### src/rtl/sat_alu_pkg.sv
// Shared constants and helpers for the WISC saturating add/sub datapath.
package sat_alu_pkg;

  localparam logic MODE_FULL   = 1'b0;
  localparam logic MODE_PACKED = 1'b1;

  // Bit positions inside the {N,Z,V} flag vectors.
  localparam int unsigned FLG_N = 2;
  localparam int unsigned FLG_Z = 1;
  localparam int unsigned FLG_V = 0;

  // Largest positive two's-complement value of a w-bit field.
  function automatic logic [63:0] sat_pos(input int unsigned w);
    return (64'd1 << (w - 1)) - 64'd1;
  endfunction

  // Most negative two's-complement value of a w-bit field.
  function automatic logic [63:0] sat_neg(input int unsigned w);
    return 64'd1 << (w - 1);
  endfunction

endpackage

### src/rtl/sat_addsub_pipe_cla_group.sv
// One carry-lookahead group; carry-in can be overridden to start a new lane.
module cla_group #(
  parameter int unsigned W = 4
) (
  input  logic [W-1:0] a_i,
  input  logic [W-1:0] b_i,
  input  logic         cin_i,
  input  logic         kill_i,
  input  logic         kval_i,
  output logic         p_o,
  output logic         g_o,
  output logic [W-1:0] sum_o,
  output logic         cout_o
);

  logic         c0;
  logic [W-1:0] p;
  logic [W-1:0] g;
  logic [W-1:0] c;

  assign c0 = kill_i ? kval_i : cin_i;
  assign p  = a_i ^ b_i;
  assign g  = a_i & b_i;

  // Prefix lookahead: every internal carry is derived directly from c0.
  always_comb begin
    logic gp;
    logic pp;
    gp = 1'b0;
    pp = 1'b1;
    c  = '0;
    for (int unsigned k = 0; k < W; k++) begin
      c[k] = gp | (pp & c0);
      gp   = g[k] | (p[k] & gp);
      pp   = pp & p[k];
    end
    p_o    = pp;
    g_o    = gp;
    cout_o = gp | (pp & c0);
  end

  assign sum_o = p ^ c;

endmodule

### src/rtl/sat_addsub_pipe.sv
// Two-stage saturating adder/subtractor with full-width and packed-lane modes
// and the architectural N/Z/V flag register.
module sat_addsub_pipe
  import sat_alu_pkg::*;
#(
  parameter int unsigned WIDTH   = 16,
  parameter int unsigned GROUP_W = 4,
  parameter int unsigned LANE_W  = 4
) (
  input  logic             clk,
  input  logic             rst_n,
  input  logic             in_valid,
  output logic             in_ready,
  input  logic [WIDTH-1:0] a,
  input  logic [WIDTH-1:0] b,
  input  logic             sub,
  input  logic             mode,
  input  logic [2:0]       flag_we,
  output logic             out_valid,
  input  logic             out_ready,
  output logic [WIDTH-1:0] result,
  output logic             cout,
  output logic             N,
  output logic             Z,
  output logic             V
);

  localparam int unsigned NG  = WIDTH / GROUP_W;
  localparam int unsigned NL  = WIDTH / LANE_W;
  localparam int unsigned GPL = (LANE_W / GROUP_W == 0) ? 1 : LANE_W / GROUP_W;

  localparam logic [WIDTH-1:0]  SAT_POS  = WIDTH'(sat_pos(WIDTH));
  localparam logic [WIDTH-1:0]  SAT_NEG  = WIDTH'(sat_neg(WIDTH));
  localparam logic [LANE_W-1:0] LSAT_POS = LANE_W'(sat_pos(LANE_W));
  localparam logic [LANE_W-1:0] LSAT_NEG = LANE_W'(sat_neg(LANE_W));

  if ((WIDTH % GROUP_W) != 0 || (WIDTH % LANE_W) != 0 || (LANE_W % GROUP_W) != 0) begin : g_bad_cfg
    $error("sat_addsub_pipe: GROUP_W and LANE_W must divide WIDTH, GROUP_W must divide LANE_W");
  end

  // Stage 1 registers
  logic             s1_valid_q;
  logic [WIDTH-1:0] s1_a_q;
  logic [WIDTH-1:0] s1_b_q;
  logic             s1_sub_q;
  logic             s1_mode_q;
  logic [2:0]       s1_fwe_q;

  // Stage 2 registers
  logic             s2_valid_q;
  logic [WIDTH-1:0] result_q;
  logic             cout_q;
  logic [2:0]       s2_fval_q;
  logic [2:0]       s2_fwe_q;

  logic [2:0]       flags_q;

  logic             s1_ready;
  logic             s2_ready;

  logic [WIDTH-1:0] opb;
  logic [WIDTH-1:0] sum;
  logic [NG:0]      gcin;
  logic [NG-1:0]    grp_p_unused;
  logic [NG-1:0]    grp_g_unused;
  logic [WIDTH-1:0] pres;
  logic             ovf_full;

  logic [WIDTH-1:0] res_d;
  logic             cout_d;
  logic [2:0]       fval_d;
  logic [2:0]       fwe_d;

  assign s2_ready = ~s2_valid_q | out_ready;
  assign s1_ready = ~s1_valid_q | s2_ready;
  assign in_ready = s1_ready;

  assign opb     = s1_sub_q ? ~s1_b_q : s1_b_q;
  assign gcin[0] = s1_sub_q;

  // Groups ripple through cout; group p/g are not needed at this level.
  for (genvar gi = 0; gi < NG; gi++) begin : g_grp
    localparam bit LSTART = (gi != 0) && ((gi % GPL) == 0);
    cla_group #(.W(GROUP_W)) u_grp (
      .a_i    (s1_a_q[gi*GROUP_W +: GROUP_W]),
      .b_i    (opb[gi*GROUP_W +: GROUP_W]),
      .cin_i  (gcin[gi]),
      .kill_i (LSTART && (s1_mode_q == MODE_PACKED)),
      .kval_i (s1_sub_q),
      .p_o    (grp_p_unused[gi]),
      .g_o    (grp_g_unused[gi]),
      .sum_o  (sum[gi*GROUP_W +: GROUP_W]),
      .cout_o (gcin[gi+1])
    );
  end

  for (genvar l = 0; l < NL; l++) begin : g_lane
    localparam int unsigned HI = l * LANE_W + LANE_W - 1;
    logic lovf;
    assign lovf = (s1_a_q[HI] == opb[HI]) && (sum[HI] != s1_a_q[HI]);
    assign pres[l*LANE_W +: LANE_W] = lovf ? (sum[HI] ? LSAT_POS : LSAT_NEG)
                                           : sum[l*LANE_W +: LANE_W];
  end

  assign ovf_full = (s1_a_q[WIDTH-1] == opb[WIDTH-1]) && (sum[WIDTH-1] != s1_a_q[WIDTH-1]);

  // Saturate, select mode and form the flag values that S2 will carry.
  always_comb begin
    res_d  = pres;
    cout_d = 1'b0;
    fval_d = '0;
    fwe_d  = '0;
    if (s1_mode_q == MODE_FULL) begin
      res_d         = ovf_full ? (sum[WIDTH-1] ? SAT_POS : SAT_NEG) : sum;
      cout_d        = gcin[NG];
      fval_d[FLG_N] = res_d[WIDTH-1];
      fval_d[FLG_Z] = (res_d == '0);
      fval_d[FLG_V] = ovf_full;
      fwe_d         = s1_fwe_q;
    end
  end

  // Stage 1: capture the operation on input transfer.
  always_ff @(posedge clk or negedge rst_n) begin
    if (!rst_n) begin
      s1_valid_q <= 1'b0;
      s1_a_q     <= '0;
      s1_b_q     <= '0;
      s1_sub_q   <= 1'b0;
      s1_mode_q  <= MODE_FULL;
      s1_fwe_q   <= '0;
    end else if (s1_ready) begin
      s1_valid_q <= in_valid;
      if (in_valid) begin
        s1_a_q    <= a;
        s1_b_q    <= b;
        s1_sub_q  <= sub;
        s1_mode_q <= mode;
        s1_fwe_q  <= flag_we;
      end
    end
  end

  // Stage 2: register the result; holds while the consumer stalls.
  always_ff @(posedge clk or negedge rst_n) begin
    if (!rst_n) begin
      s2_valid_q <= 1'b0;
      result_q   <= '0;
      cout_q     <= 1'b0;
      s2_fval_q  <= '0;
      s2_fwe_q   <= '0;
    end else if (s2_ready) begin
      s2_valid_q <= s1_valid_q;
      if (s1_valid_q) begin
        result_q  <= res_d;
        cout_q    <= cout_d;
        s2_fval_q <= fval_d;
        s2_fwe_q  <= fwe_d;
      end
    end
  end

  // Flag register: enabled bits commit when the result leaves S2.
  always_ff @(posedge clk or negedge rst_n) begin
    if (!rst_n) begin
      flags_q <= '0;
    end else if (s2_valid_q && out_ready) begin
      flags_q <= (flags_q & ~s2_fwe_q) | (s2_fval_q & s2_fwe_q);
    end
  end

  assign out_valid = s2_valid_q;
  assign result    = result_q;
  assign cout      = cout_q;
  assign N         = flags_q[FLG_N];
  assign Z         = flags_q[FLG_Z];
  assign V         = flags_q[FLG_V];

endmodule

### config.mk
export PLATFORM = sky130hd
export DESIGN_NAME = sat_addsub_pipe
export DESIGN_NICKNAME = d
export VERILOG_FILES = /design/src/rtl/sat_alu_pkg.sv /design/src/rtl/sat_addsub_pipe_cla_group.sv /design/src/rtl/sat_addsub_pipe.sv
export SDC_FILE = /design/constraint.sdc
export NUM_CORES = 1
export LEC_CHECK = 0
export CAP_MARGIN = 20
export CORE_ASPECT_RATIO = 1.2
export CORE_MARGIN = 4
export CORE_UTILIZATION = 48
export DETAILED_ROUTE_END_ITERATION = 10
export PLACE_DENSITY = 0.85
export SYNTH_ARGS = -nofsm -noshare
export SYNTH_HDL_FRONTEND = slang
export SYNTH_HIERARCHICAL = 1
export SYNTH_SLANG_ARGS = --single-unit
### constraint.sdc
create_clock -name clk -period 4.14 [get_ports clk]
set_input_delay 0.414 -clock clk [delete_from_list [all_inputs] [get_ports clk]]
set_output_delay 0.414 -clock clk [all_outputs]
set_load 0.01 [all_outputs]
## Word-level counts from Yosys, hierarchy flattened

Cells that the tools add are included.

| operators by class | value |
|---|---|
| $add $sub $neg | 0 |
| multiply operators | 0 |
| div/mod/pow operators | 0 |
| $lt $le $gt $ge | 0 |
| equality and inequality tests | 8 |
| shift-type cells | 0 |
| muxes and demuxes | 18 |
| bitwise gates (word level) | 89 |
| reduce and logical (&&, ||, !) cells | 8 |

Operators with widths:

| kind | count |
|---|---|
| $mux 16 | 4 |
| $and 1x1->1 | 40 |
| $mux 4 | 8 |
| $xor 4x4->4 | 8 |
| $or 1x1->1 | 30 |
| $and 4x4->4 | 4 |
| $logic_not 16->1 | 1 |
| $not 16->16 | 1 |
| $and 3x3->3 | 2 |
| $mux 3 | 2 |
| $logic_and 1x1->1 | 5 |
| $eq 1x1->1 | 4 |
| $mux 1 | 4 |
| $ne 1x1->1 | 4 |
| $reduce_and 2->1 | 2 |
| $not 3->3 | 1 |
| $or 3x3->3 | 1 |
| $not 1->1 | 2 |

| word-level totals | value |
|---|---|
| register bits after elaboration | 65 |
| latch bits | 0 |
| RAM bits | 0 |
| ROM bits | 0 |
| input port bits | 41 |
| output and inout port bits | 22 |
| logic and storage cells | 135 |
| memories | 0 |

## Depth between registers and ports, before layout

Gate-level depths: netlist of the first run.

| logic depth | value |
|---|---|
| depth in word-level cells | 25 |
| gate-level depth with buffers | 21 |
| mapped depth without buffers | 19 |

## Modules after synthesis

Netlist of the first run, hierarchy kept.

Modules (own cells, without submodules):

| module | instances | cells each | area an instance (µm²) | seq. area each (µm²) |
|---|---|---|---|---|
| sat_addsub_pipe | 1 | 244 | 2961.6 | 1626.6 |
| cla_group | 4 | 26 | 206.4 | 0.0 |

## Worst setup path before layout of the first run

OpenSTA, ideal clock, no wires.

| path | value |
|---|---|
| path kind | register to register |
| start | register s1_sub_q |
| end | register s2_fval_q[1] |
| setup time | 0.077 ns |
| data arrival time | 4.151 ns |
| required time | 4.063 ns |
| path slack | -0.088 ns |
| cell stages (with the launch flop) | 21 |
| path buffers | 2 |
| period minus slack after synthesis | 4.228 ns |
| cell sequence | dfrtp_1 buf_4 buf_2 xor2_1 ha_1 nand3_1 o211a_1 o21bai_1 mux2i_1 o211a_1 o21bai_1 mux2i_1 o211a_1 o21bai_1 mux2i_1 inv_1 fa_1 nor4_1 nand4_1 or4b_1 o21ai_1 |

| between the ends | value |
|---|---|
| elaborated cells between the ends (all ways) | 86 |
| classes of those cells | eq/ne (2); mux (7); bitwise (75); reduce/logical (2) |

RTL lines:

| item | line | source |
|---|---|---|
| start: declaration | sat_addsub_pipe.sv:45 | `logic s1_sub_q;` |
| start signal: assignment | sat_addsub_pipe.sv:137 | `s1_sub_q <= sub;` |
| $mux 16 * | sat_addsub_pipe.sv:78 | `assign opb = s1_sub_q ? ~s1_b_q : s1_b_q;` |
| net opb[2] | sat_addsub_pipe.sv:61 | `logic [WIDTH-1:0] opb;` |
| $xor 4x4->4 | sat_addsub_pipe_cla_group.sv:22 | `assign p = a_i ^ b_i;` |
| $and 1x1->1 | sat_addsub_pipe_cla_group.sv:34 | `gp = g[k] \| (p[k] & gp);` |
| $or 1x1->1 | sat_addsub_pipe_cla_group.sv:34 |  |
| $and 1x1->1 | sat_addsub_pipe_cla_group.sv:34 |  |
| $or 1x1->1 | sat_addsub_pipe_cla_group.sv:34 |  |
| $or 1x1->1 * | sat_addsub_pipe_cla_group.sv:39 | `cout_o = gp \| (pp & c0);` |
| net gcin[1] | sat_addsub_pipe.sv:63 | `logic [NG:0] gcin;` |
| [... 3 more ...] | n/a |  |
| net gcin[2] | sat_addsub_pipe.sv:63 |  |
| [... 2 more ...] | n/a |  |
| $or 1x1->1 * | sat_addsub_pipe_cla_group.sv:39 |  |
| net gcin[3] | sat_addsub_pipe.sv:63 |  |
| $mux 1 * | sat_addsub_pipe_cla_group.sv:21 | `assign c0 = kill_i ? kval_i : cin_i;` |
| $xor 4x4->4 * | sat_addsub_pipe_cla_group.sv:42 | `assign sum_o = p ^ c;` |
| net sum[12] | sat_addsub_pipe.sv:62 | `logic [WIDTH-1:0] sum;` |
| $mux 16 * | sat_addsub_pipe.sv:114 | `res_d = ovf_full ? (sum[WIDTH-1] ? SAT_POS : SAT_NEG) : sum;` |
| $logic_not 16->1 * | sat_addsub_pipe.sv:117 | `fval_d[FLG_Z] = (res_d == '0);` |
| $mux 3 * | sat_addsub_pipe.sv:113 | `if (s1_mode_q == MODE_FULL) begin` |
| end signal: assignment | sat_addsub_pipe.sv:157 | `s2_fval_q <= fval_d;` |
| end: declaration | sat_addsub_pipe.sv:53 | `logic [2:0] s2_fval_q;` |

The timed path passes the listed nets; every way through them passes the cells marked *.
A chain may end at the register's enable or synchronous reset.

## Worst setup path after layout of the first run

| path | value |
|---|---|
| start | register s1_sub_q |
| end | register s2_fval_q[1] |

| between the ends | value |
|---|---|
| elaborated cells between the ends (all ways) | 86 |
| classes of those cells | eq/ne (2); mux (7); bitwise (75); reduce/logical (2) |

RTL lines:

| item | line | source |
|---|---|---|
| $mux 16 * | sat_addsub_pipe.sv:78 |  |
| net opb[2] | sat_addsub_pipe.sv:61 |  |
| $xor 4x4->4 | sat_addsub_pipe_cla_group.sv:22 |  |
| $and 1x1->1 | sat_addsub_pipe_cla_group.sv:34 |  |
| $or 1x1->1 | sat_addsub_pipe_cla_group.sv:34 |  |
| $and 1x1->1 | sat_addsub_pipe_cla_group.sv:34 |  |
| $or 1x1->1 | sat_addsub_pipe_cla_group.sv:34 |  |
| $or 1x1->1 * | sat_addsub_pipe_cla_group.sv:39 |  |
| net gcin[1] | sat_addsub_pipe.sv:63 |  |
| [... 3 more ...] | n/a |  |
| net gcin[2] | sat_addsub_pipe.sv:63 |  |
| [... 3 more ...] | n/a |  |
| net gcin[3] | sat_addsub_pipe.sv:63 |  |
| [... 2 more ...] | n/a |  |
| $or 1x1->1 * | sat_addsub_pipe_cla_group.sv:33 | `c[k] = gp \| (pp & c0);` |
| $xor 4x4->4 * | sat_addsub_pipe_cla_group.sv:42 |  |
| net sum[15] | sat_addsub_pipe.sv:62 |  |
| $ne 1x1->1 | sat_addsub_pipe.sv:105 | `assign ovf_full = (s1_a_q[WIDTH-1] == opb[WIDTH-1]) && (sum[WIDTH-1] != s1_a_q[WIDTH-1]);` |
| $logic_and 1x1->1 | sat_addsub_pipe.sv:105 |  |
| $mux 16 * | sat_addsub_pipe.sv:114 |  |
| $logic_not 16->1 * | sat_addsub_pipe.sv:117 |  |
| $mux 3 * | sat_addsub_pipe.sv:113 |  |

Marks and branches as above.

==> summary.txt, run 1 <==
STA
  – Fin worst setup slack: 34.98 ps
  – Min Tclk post-route: 4105 ps
  – Setup Viol. Count Final: 0
  – Final period utilization: ~100%
  – Final number of max-transition violations: 0
  – Post-route clock skew: 16.11 ps
  – Slew margin rel.: 36.33%
  – F_max: 243.6 MHz
  – RSZ-0062 raised after global routing: yes
  – Worst-Margin Slew: roughly 950 ps
  – Fin. Hold Viols: 0

Clocking
  – Hold buffers post-CTS: 0
  – Clock sinks: 65
  – CTS root buf: clkbuf_8
  – Clk buf depth: 2
  – CTS tree: yes
  – TritonCTS buffer count: 9
  – Clock latency reported for the late side of the worst-skew pair: 350 ps
  – H-tree depth: 3
  – Clock-pin slew on the worst setup and hold paths: around 70 ps

Routing
  – First-pass DRT Iterations: 4
  – DR vias/cell: 5.682
  – ANT nets after route: 0
  – Remaining DRCs: 0
  – Drt initial violations: 228
  – Total wire length: 8206 um
  – WL/cell: approximately 16 um
  – DR vias: 2,892

GRT
  – Largest net degree at the start of global routing: between 60 and 70
  – Global-route wire length before repair: 13,460 um
  – Initial antenna violation count: 0
  – GRT Overall Usage: 18.46%
  – Number of global-route vias before repair: ~2,900
  – GRT overflow: 0

Setup path
  – CP max-delay cell: or4b_1
  – Top cell by count, worst path: o211a_1
  – Worst Setup End Kind: flop
  – CP cell instances: xor2_1, ha_1, nand3_1, o211a_1, o21bai_1, mux2i_1, o211a_1, o21bai_1, mux2i_1, o211a_1, o21bai_1, mux2i_1, o211a_1, xnor2_2, nor4_2, nand4_1, or4b_1, o21ai_1
  – Worst Path Arrival: about 4400 ps
  – Startpoint Class: flop
  – CP required: 4390 ps
  – Worst path top cell family by delay: compound AO/OA/AOI/OAI gates
  – Kind of critical path: reg2reg
  – CP Max Fanout: 5
  – Levels on crit path: 18
  – Worst Path Buf+Inv: 0
  – Slowest stage delay, CP: 480 ps
  – Worst reg2reg path depth: 18

Floorplanning
  – Die ar.: between 9000 and 10,000 um^2
  – Core Rows: 34
  – Die W: ~88 um
  – Die height: 104.5 um
  – IO Count: 63
  – Core box area: roughly 7400 um^2
  – Initial Util: 50.35%

Placement
  – Setup WS pre-CTS: -84.39 ps
  – Post-Place Cells: 485
  – Hpwl dp: 5856 um
  – Gpl congestion: 0.8482
  – # port buffers: 62

Power
  – Internal Power: roughly 1800 uW
  – Psw: 1099 uW
  – Maximum VDD drop: 335.5 uV
  – Combinational Power Share: between 50 and 60%
  – Power Density: between 600 and 700 nW/um^2
  – Seq pwr share: 30.9%
  – Leakage: 0.002065 uW
  – Sw Share: 37.48%
  – Clk pwr share: 18.6%

Finish
  – Area growth from synthesis to layout: 29.20%
  – Final nets: between 400 and 500
  – Share of cells above drive strength 1: 21.72%
  – Most frequent cells in the layout: 64 x dfrtp_1, 61 x clkdlybuf4s50_1, 40 x nand2_1, 40 x mux2_2, 19 x xor2_1
  – Inserted Diodes: 0
  – Final non-filler cell total: 509
  – Commonest non-fill, non-tap cell in the layout: dfrtp_1

Synthesis
  – Mapped Area: around 3700 um^2
  – Cells after Synth: 336
  – Mapped Avg Cell Area: between 10 and 15 um^2
  – Yosys warning count: 6
  – Syn_nets: 397

Outcome
  – Status: finished, final reports clean

Worst hold path
  – Min-Delay Path Class: in2async

Flow run
  – Max_cap viols: 0
==> final timing paths <==
kind | slack, ps | end | start
setup / recovery | 30 | s2_fval_q[1] | s1_sub_q
hold / removal | 240 | result[13] | rst_n
setup reg to reg | 30 | s2_fval_q[1] | s1_sub_q
hold reg to reg | 480 | result[13] | result[13]
max in group asynchronous | 3350 | s1_sub_q | rst_n
min in group clk | 480 | result[13] | result[13]
==> through the flow <==
step / total power, uW / area (um^2) / TNS [ps] / util [%] / hold WS, ps
2_1_floorplan: 1765 / 3734 / 0 / - / 118.4
3_3_place_gp: 2183 / 4471 / 0 / 60.40 / 449.0
3_5_place_dp: 2244 / 4471 / -99.33 / 60.40 / 472.1
4_1_cts: 2828 / 4707 / -27.74 / 63.59 / 252.5
5_1_grt: 3118 / 4816 / -1226 / 65.06 / 307.6
6_report: 2933 / 4816 / 0 / 65.06 / 243.9
==> power groups by stage <==
stage,combinational (uW),clock [uW],sequential [uW]
floorplan,834,0,932
global placement,1280,0,907
detailed placement,1330,0,917
CTS,1360,557,906
global route,1610,584,924
finish,1480,545,905
==> area by class of cell <==
class	count	area, um^2
Inverter	8	30.03
Fill cell	576	2586
Multi-Input combinational cell	250	2085
Clock inverter	7	78.83
Timing Repair Buffer	80	758.2
Tap cell	90	112.6
Clock buffer	9	123.9
Sequential cell	65	1628
==> state kept, by name, summed over array words and instances (netlist names), named ones only <==
signal / cells
s1_fwe_q: 3
s1_b_q: 16
result: 16
s1_a_q: 16
s2_fval_q: 3
s1_valid_q: 1
s1_mode_q: 1
s1_sub_q: 1
cout: 1
out_valid: 1
s2_fwe_q: 3
==> layer usage <==
metal | GRT usage (%) | wire length [um] | vias to the layer above
met2 | 30.00 | 4125 | 99
met3 | 4.016 | 435 | 19
met5 | 0 | 0 | -
met4 | 9.611 | 229 | 0
li1 | - | - | 1384
met1 | 22.65 | 3415 | 1390
==> repair_timing <==
item / in CTS / in global routing
gates resized for setup: 4 / 12
endpoints found under the setup margin: 8 / 15
setup buffers: 2 / 6
pin swaps: 2 / 1
cloned: 0 / 0
Note: power is estimated with default switching activity, not from simulation.
==> run 2, diff against run 1 <==
Settings changed: CAP_MARGIN 20 to not set, CELL_PAD_IN_SITES_DETAIL_PLACEMENT set to 1, CELL_PAD_IN_SITES_GLOBAL_PLACEMENT set to 1, CORE_UTILIZATION 48 to 42, PLACE_DENSITY 0.85 to 0.89.
Clock period 4.14 ns to 4.4 ns, I/O delays scaled along.
==> run 2 against run 1 <==
Compared with the run above: final cell count rose by 3.3%; largest cell class unchanged; sequential share of layout area decreased by 0.47 points; critical path depth is the same; highest routed layer unchanged; non-clock buffer count shrank 10; flip-flop and latch count stayed put; cell area increased by 1.4%; critical endpoint unchanged; critical path type unchanged.
==> summary.txt, run 2 (synthesis results as in run 1) <==
Outcome
  – Status: finished, final reports clean

Floorplanning
  – Core Rows: 37 (+8.8%)
  – IO Count: 63 (unchanged)
  – Die height: 111.2 um (+6.4%)
  – Core box area: 8611 um^2 (+16%)
  – Die W: 94.00 um (+6.3%)
  – Die ar.: 10,450 um^2 (+13%)
  – Initial Util: 43.29% (-7.1 points)

Setup path
  – CP Max Fanout: 5 (unchanged)
  – Worst Setup End Kind: flop
  – Startpoint Class: flop
  – Worst Path Arrival: 4450 ps (+100 ps)
  – Kind of critical path: reg2reg
  – Worst reg2reg path depth: 18 (unchanged)
  – CP required: 4650 ps (+260 ps)

Clocking
  – Clock latency reported for the late side of the worst-skew pair: 350 ps (about the same)
  – CTS tree: yes
  – TritonCTS buffer count: 9 (unchanged)
  – Clock sinks: 65 (unchanged)
  – Clk buf depth: 2 (unchanged)
  – H-tree depth: 3 (unchanged)
  – CTS root buf: clkbuf_8
  – Clock-pin slew on the worst setup and hold paths: 70 ps (about the same)

Placement
  – Hpwl dp: 6836 um (+17%)
  – # port buffers: 62 (unchanged)
  – Gpl congestion: 0.8101 (-4.5%)
  – Post-Place Cells: 508 (+4.7%)
  – Area after DPL: 4474 um^2 (about the same)

GRT
  – GRT overflow: 0 (unchanged)
  – Global-route wire length before repair: 15,650 um (+16%)
  – GRT Overall Usage: 18.80% (+0.34 points)
  – Number of global-route vias before repair: 3,172 (+9.1%)
  – Largest net degree at the start of global routing: 66 (unchanged)
  – Initial antenna violation count: 0 (unchanged)

STA
  – Fin. Hold Viols: 0 (unchanged)
  – Setup Viol. Count Final: 0 (unchanged)
  – Min Tclk post-route: 4204 ps (+98.78 ps)
  – F_max: 237.9 MHz (-2.3%)
  – Final period utilization: 95.54% (-3.6 points)
  – Slew margin rel.: 32.23% (-4.1 points)
  – Worst-Margin Slew: 1014 ps (+61.28 ps)
  – Post-route clock skew: 9.812 ps (-6.294 ps)
  – Final number of max-transition violations: 0 (unchanged)
  – RSZ-0062 raised after global routing: yes

Finish
  – Final Cell Area: 4883 um^2 (+1.4%)
  – Area growth from synthesis to layout: 31.02%
  – Inserted Diodes: 0 (unchanged)
  – Final core utilization: 56.71% (-8.3 points)
  – Fillers: 931 (+62%)
  – Sequential Area: 1628 um^2 (unchanged)
  – Footprint of the multi-input gates: 2115 um^2 (+1.4%)
  – Final non-filler cell total: 526 (+3.3%)
  – Most frequent cells in the layout: 64 x dfrtp_1, 61 x clkdlybuf4s50_1, 40 x nand2_1, 40 x mux2_2, 15 x xor2_1
  – Final nets: 465 (-2.1%)
  – Commonest non-fill, non-tap cell in the layout: dfrtp_1
  – Share of cells above drive strength 1: 19.56% (-2.2 points)

Routing
  – Remaining DRCs: 0 (unchanged)
  – ANT nets after route: 0 (unchanged)
  – Total wire length: 9543 um (+16%)
  – DR vias/cell: 5.367 (-5.5%)
  – Drt initial violations: 102 (-55%)
  – First-pass DRT Iterations: 4 (unchanged)
  – WL/cell: 18.14 um (+13%)
  – DR vias: 2,823 (-2.4%)

Power
  – Leakage: 0.002070 uW (+0.26%)
  – Clk pwr share: 23.8% (+5.2 points)
  – Sw Share: 35.62% (-1.9 points)
  – Internal Power: 1878 uW (+2.4%)
  – Seq pwr share: 29.8% (-1.1 points)
  – Power Density: 597.3 nW/um^2 (-1.9%)
  – Maximum VDD drop: 222.2 uV (-34%)
  – Psw: 1039 uW (-5.5%)
  – Combinational Power Share: 46.5% (-4.1 points)
  – Total Power: 2917 uW (-0.54%)

Worst hold path
  – Min-Delay Path Class: in2async

Flow run
  – Max_cap viols: 0 (unchanged)
==> run 2: cell types whose count changed in the layout (fill, tap and decap cells not counted), moves of 3 or more <==
cell	previous run	this run
clkinvlp_4	3	0
nor3_1	0	3
xor2_2	0	3
a2bb2oi_2	4	0
buf_4	16	7
bufinv_16	1	4
xor2_1	19	15
a2bb2oi_1	2	6
==> run 2: per-stage QoR <==
stage	hold WS [ps]	setup TNS (ps)	setup WS, ps
finish	256.8	0	196.2
CTS	301.7	0	19.51
global route	348.3	-147.5	-91.16
detailed placement	459.8	0	70.28
floorplan	144.4	0	197.0
global placement	451.1	0	211.9
==> run 2: final cells by class <==
class / instances / area share (%)
flip-flops and latches: 65 / 33.33
clock inverters: 5 / 2.562
inverters: 8 / 0.6149
multi-input cells: 250 / 43.30
clock buffers: 11 / 3.100
well taps: 117 / 2.998
repair buffers: 70 / 14.09
==> run 2: worst max-delay path, cell delays in order, from the launching register on <==
cell      delay, ps
dfrtp_2         510
xor2_4          200
ha_1            360
nand3_1         110
o211a_1         240
o21bai_1        120
mux2i_1         110
o211a_1         250
o21bai_1        130
mux2i_1         100
o211a_1         250
o21bai_1        130
mux2i_1         100
inv_1           130
fa_2            470
nor4_2          150
nand4_1         120
or4b_1          490
o21ai_1         130
==> run 2: power groups by stage <==
| stage | combinational (uW) | sequential, uW | clock, uW |
|---|---|---|---|
| final | 1360 | 869 | 693 |
| after global routing | 1490 | 889 | 736 |
| after CTS | 1280 | 862 | 707 |
| after detailed placement | 1260 | 873 | 0 |
| after global placement | 1190 | 860 | 0 |
| after floorplan | 783 | 876 | 0 |
==> run 2: worst paths after layout <==
check                           slack, ps  startpoint           end
worst max-delay path                  200    s1_sub_q  s2_fval_q[1]
max in group asynchronous            3530       rst_n      s1_sub_q
worst min register to register        470        cout          cout
min in group clk                      470        cout          cout
worst min-delay path                  260       rst_n    result[11]
worst max register to register        200    s1_sub_q  s2_fval_q[1]
==> run 2: per-layer routing <==
| layer | vias up | GRT usage, % | share of wire (%) |
|---|---|---|---|
| met1 | 1400 | 22.27 | 41 |
| met2 | 62 | 32.69 | 53 |
| met3 | 10 | 3.870 | 4.1 |
| met4 | 0 | 7.514 | 1.7 |
| met5 | - | 0 | 0 |
| li1 | 1351 | - | - |
==> run 2: repair_timing <==
item	4_1_cts	5_1_grt
resized for setup	0	20
setup endpoints to repair	0	17
hold buffers	0	0
setup buffers	0	2
==> run 3, diff against run 2 <==
Settings changed: CORE_UTILIZATION 42 to 38, PLACE_DENSITY 0.89 to 0.85.
Clock period 4.4 ns to 3.38 ns, I/O delays scaled along.
==> run 3 against run 2 <==
Compared with the run above: the run now ends with negative setup slack left; routed wire length grew 17%; die area grew 9.7%; worst hold slack worse by 100 ps; critical endpoint unchanged.
==> summary.txt, run 3 (synthesis results as in run 1) <==
Outcome
  – Status: finished, violations left
  – Failing checks: negative setup slack

GRT
  – Number of global-route vias before repair: 3,366 (+6.1%)
  – Largest net degree at the start of global routing: 42 (-36%)
  – GRT Overall Usage: 18.65% (-0.15 points)
  – Initial antenna violation count: 0 (unchanged)
  – GRT overflow: 0 (unchanged)
  – Global-route wire length before repair: 16,720 um (+6.8%)

Power
  – Total Power: 4338 uW (+49%)
  – Power Density: 811.3 nW/um^2 (+36%)
  – Maximum VDD drop: 268.6 uV (+21%)
  – Leakage: 0.002335 uW (+13%)

Setup path
  – Slowest stage delay, CP: 510 ps (about the same)
  – R2R setup slack: -990 ps (-1190 ps)
  – CP required: 3630 ps (-1020 ps)
  – Worst r2r dst: s2_fval_q[1]
  – Worst Path Arrival: 4620 ps (+170 ps)
  – CP cell instances: xor2_1, ha_1, nand3_1, o211a_1, o21bai_1, mux2i_1, o211a_1, o21bai_1, mux2i_1, o211a_1, o21bai_1, mux2i_1, inv_1, fa_2, nor4_4, nand4_1, or4b_4, o21ai_2
  – Kind of critical path: reg2reg
  – CP max-delay cell: or4b_4
  – Worst path top cell family by delay: compound AO/OA/AOI/OAI gates
  – Worst Path Buf+Inv: 1 (unchanged)
  – CP Max Fanout: 5 (unchanged)
  – Worst Setup End Kind: flop
  – Start of the worst register-to-register path: s1_sub_q
  – Startpoint Class: flop
  – Worst reg2reg path depth: 18 (unchanged)

Routing
  – ANT nets after route: 0 (unchanged)
  – First-pass DRT Iterations: 4 (unchanged)
  – DR vias/cell: 5.426 (+1.1%)
  – Remaining DRCs: 0 (unchanged)
  – WL/cell: 19.14 um (+5.5%)
  – DR vias: 3,158 (+12%)
  – Total wire length: 11,140 um (+17%)
  – Drt initial violations: 143 (+40%)

Floorplanning
  – Die W: 98.41 um (+4.7%)
  – Core box area: 9564 um^2 (+11%)
  – Die ar.: 11,460 um^2 (+9.7%)
  – Die height: 116.5 um (+4.8%)
  – Initial Util: 38.97% (-4.3 points)
  – Core Rows: 39 (+5.4%)
  – IO Count: 63 (unchanged)

STA
  – Slew margin rel.: 37.51% (+5.3 points)
  – RSZ-0062 raised after global routing: yes
  – TNS Setup: -14,550 ps (-14,550 ps)
  – Final number of max-transition violations: 0 (unchanged)
  – F_max: 228.9 MHz (-3.8%)
  – Setup Viol. Count Final: 20 (+20)
  – Post-route clock skew: 7.153 ps (-2.659 ps)
  – Fin worst setup slack: -989.1 ps (-1185 ps)
  – Worst-Margin Slew: 937.4 ps (-76.68 ps)
  – Final period utilization: 129.3% (+34 points)
  – Min Tclk post-route: 4369 ps (+165.3 ps)
  – Fin. Hold Viols: 0 (unchanged)
  – Hold Worst Slack: 153.4 ps (-103.3 ps)

Clocking
  – H-tree depth: 3 (unchanged)
  – Clock latency reported for the late side of the worst-skew pair: 330 ps (-20 ps)
  – Clock-pin slew on the worst setup and hold paths: 50 ps (-20 ps)
  – Clock sinks: 65 (unchanged)
  – TritonCTS buffer count: 9 (unchanged)
  – CTS tree: yes
  – CTS root buf: clkbuf_16
  – Clk buf depth: 2 (unchanged)

Finish
  – Commonest non-fill, non-tap cell in the layout: dfrtp_1
  – Final Cell Area: 5346 um^2 (+9.5%)
  – Area growth from synthesis to layout: 43.44%
  – Fillers: 1,041 (+12%)
  – Final nets: 517 (+11%)
  – Inserted Diodes: 0 (unchanged)
  – Share of cells above drive strength 1: 31.15% (+12 points)
  – Most frequent cells in the layout: 64 x dfrtp_1, 61 x clkdlybuf4s50_1, 50 x buf_4

Worst hold path
  – Min-Delay Path Class: in2async

Placement
  – Setup WS pre-CTS: -746.4 ps (-816.7 ps)
  – Area after DPL: 4770 um^2 (+6.6%)
  – Hpwl dp: 7245 um (+6.0%)
  – Gpl congestion: 0.8696 (+7.3%)
  – # port buffers: 62 (unchanged)

Flow run
  – Max_cap viols: 0 (unchanged)
[run 3: cell count changes in the layout (fill, tap and decap cells not counted), sizes merged]
cell	before	now
bufinv	4	0
buf	9	61
clkbuf	11	13
[run 3: metal layers]
layer / share of wire (%) / vias to the layer above / global-route usage, % / routed length, um
met5: 0 / - / 0 / 0
met4: 2.5 / 0 / 7.104 / 277
met3: 4.5 / 28 / 4.540 / 497
met2: 53 / 83 / 32.84 / 5956
met1: 40 / 1586 / 22.13 / 4409
li1: - / 1461 / - / -
[run 3: worst max-delay path by stage]
stage                  start            to  slack (ps)  depth (start not counted)
CTS                 s1_sub_q  s2_fval_q[1]        -720                         18
floorplan           s1_sub_q  s2_fval_q[1]        -650                         21
detailed placement  s1_sub_q  s2_fval_q[1]        -750                         19
global placement    s1_sub_q  s2_fval_q[1]        -540                         19
finish              s1_sub_q  s2_fval_q[1]        -990                         18
global route        s1_sub_q  s2_fval_q[1]       -1210                         18
[run 3: layout make-up]
type | count | area (um^2) | share of cell area, %
tap | 123 | 153.9 | 2.879
sequential | 65 | 1628 | 30.45
timing repair buffer | 122 | 1104 | 20.64
multi-input combinational | 250 | 2186 | 40.88
inverter | 8 | 30.03 | 0.5617
clock buffer | 13 | 240.2 | 4.493
clock inverter | 1 | 5.005 | 0.09361
[run 3: report_power, final]
part | switching [uW] | internal (uW) | leakage [uW]
logic | 1160 | 1270 | 0.00144
registers | 145 | 974 | 0.000780
clock network | 309 | 486 | 0.000120
total | 1610 | 2730 | 0.00233
[run 3: worst register-to-register path: stages (launching register included)]
cell	delay (ps)
dfrtp_2	440
xor2_1	180
ha_1	360
nand3_1	100
o211a_1	230
o21bai_1	180
mux2i_1	130
o211a_1	260
o21bai_1	160
mux2i_1	130
o211a_1	260
o21bai_1	120
mux2i_1	110
inv_1	130
fa_2	480
nor4_4	260
nand4_1	150
or4b_4	510
o21ai_2	130
[run 3: metrics by stage]
stage / cells / utilization [%]
after floorplan: 336 / -
after global placement: 546 / 49.87
after detailed placement: 546 / 49.87
after CTS: 575 / 54.30
after global routing: 582 / 55.90
final: 582 / 55.90
[run 3: repair_timing]
| action | in CTS | in global routing |
|---|---|---|
| resized for setup | 15 | 25 |
| setup buffers | 14 | 8 |
| endpoints found under the setup margin | 19 | 20 |
| cloned | 1 | 0 |
| pin swaps | 10 | 13 |
| hold buffers | 0 | 0 |
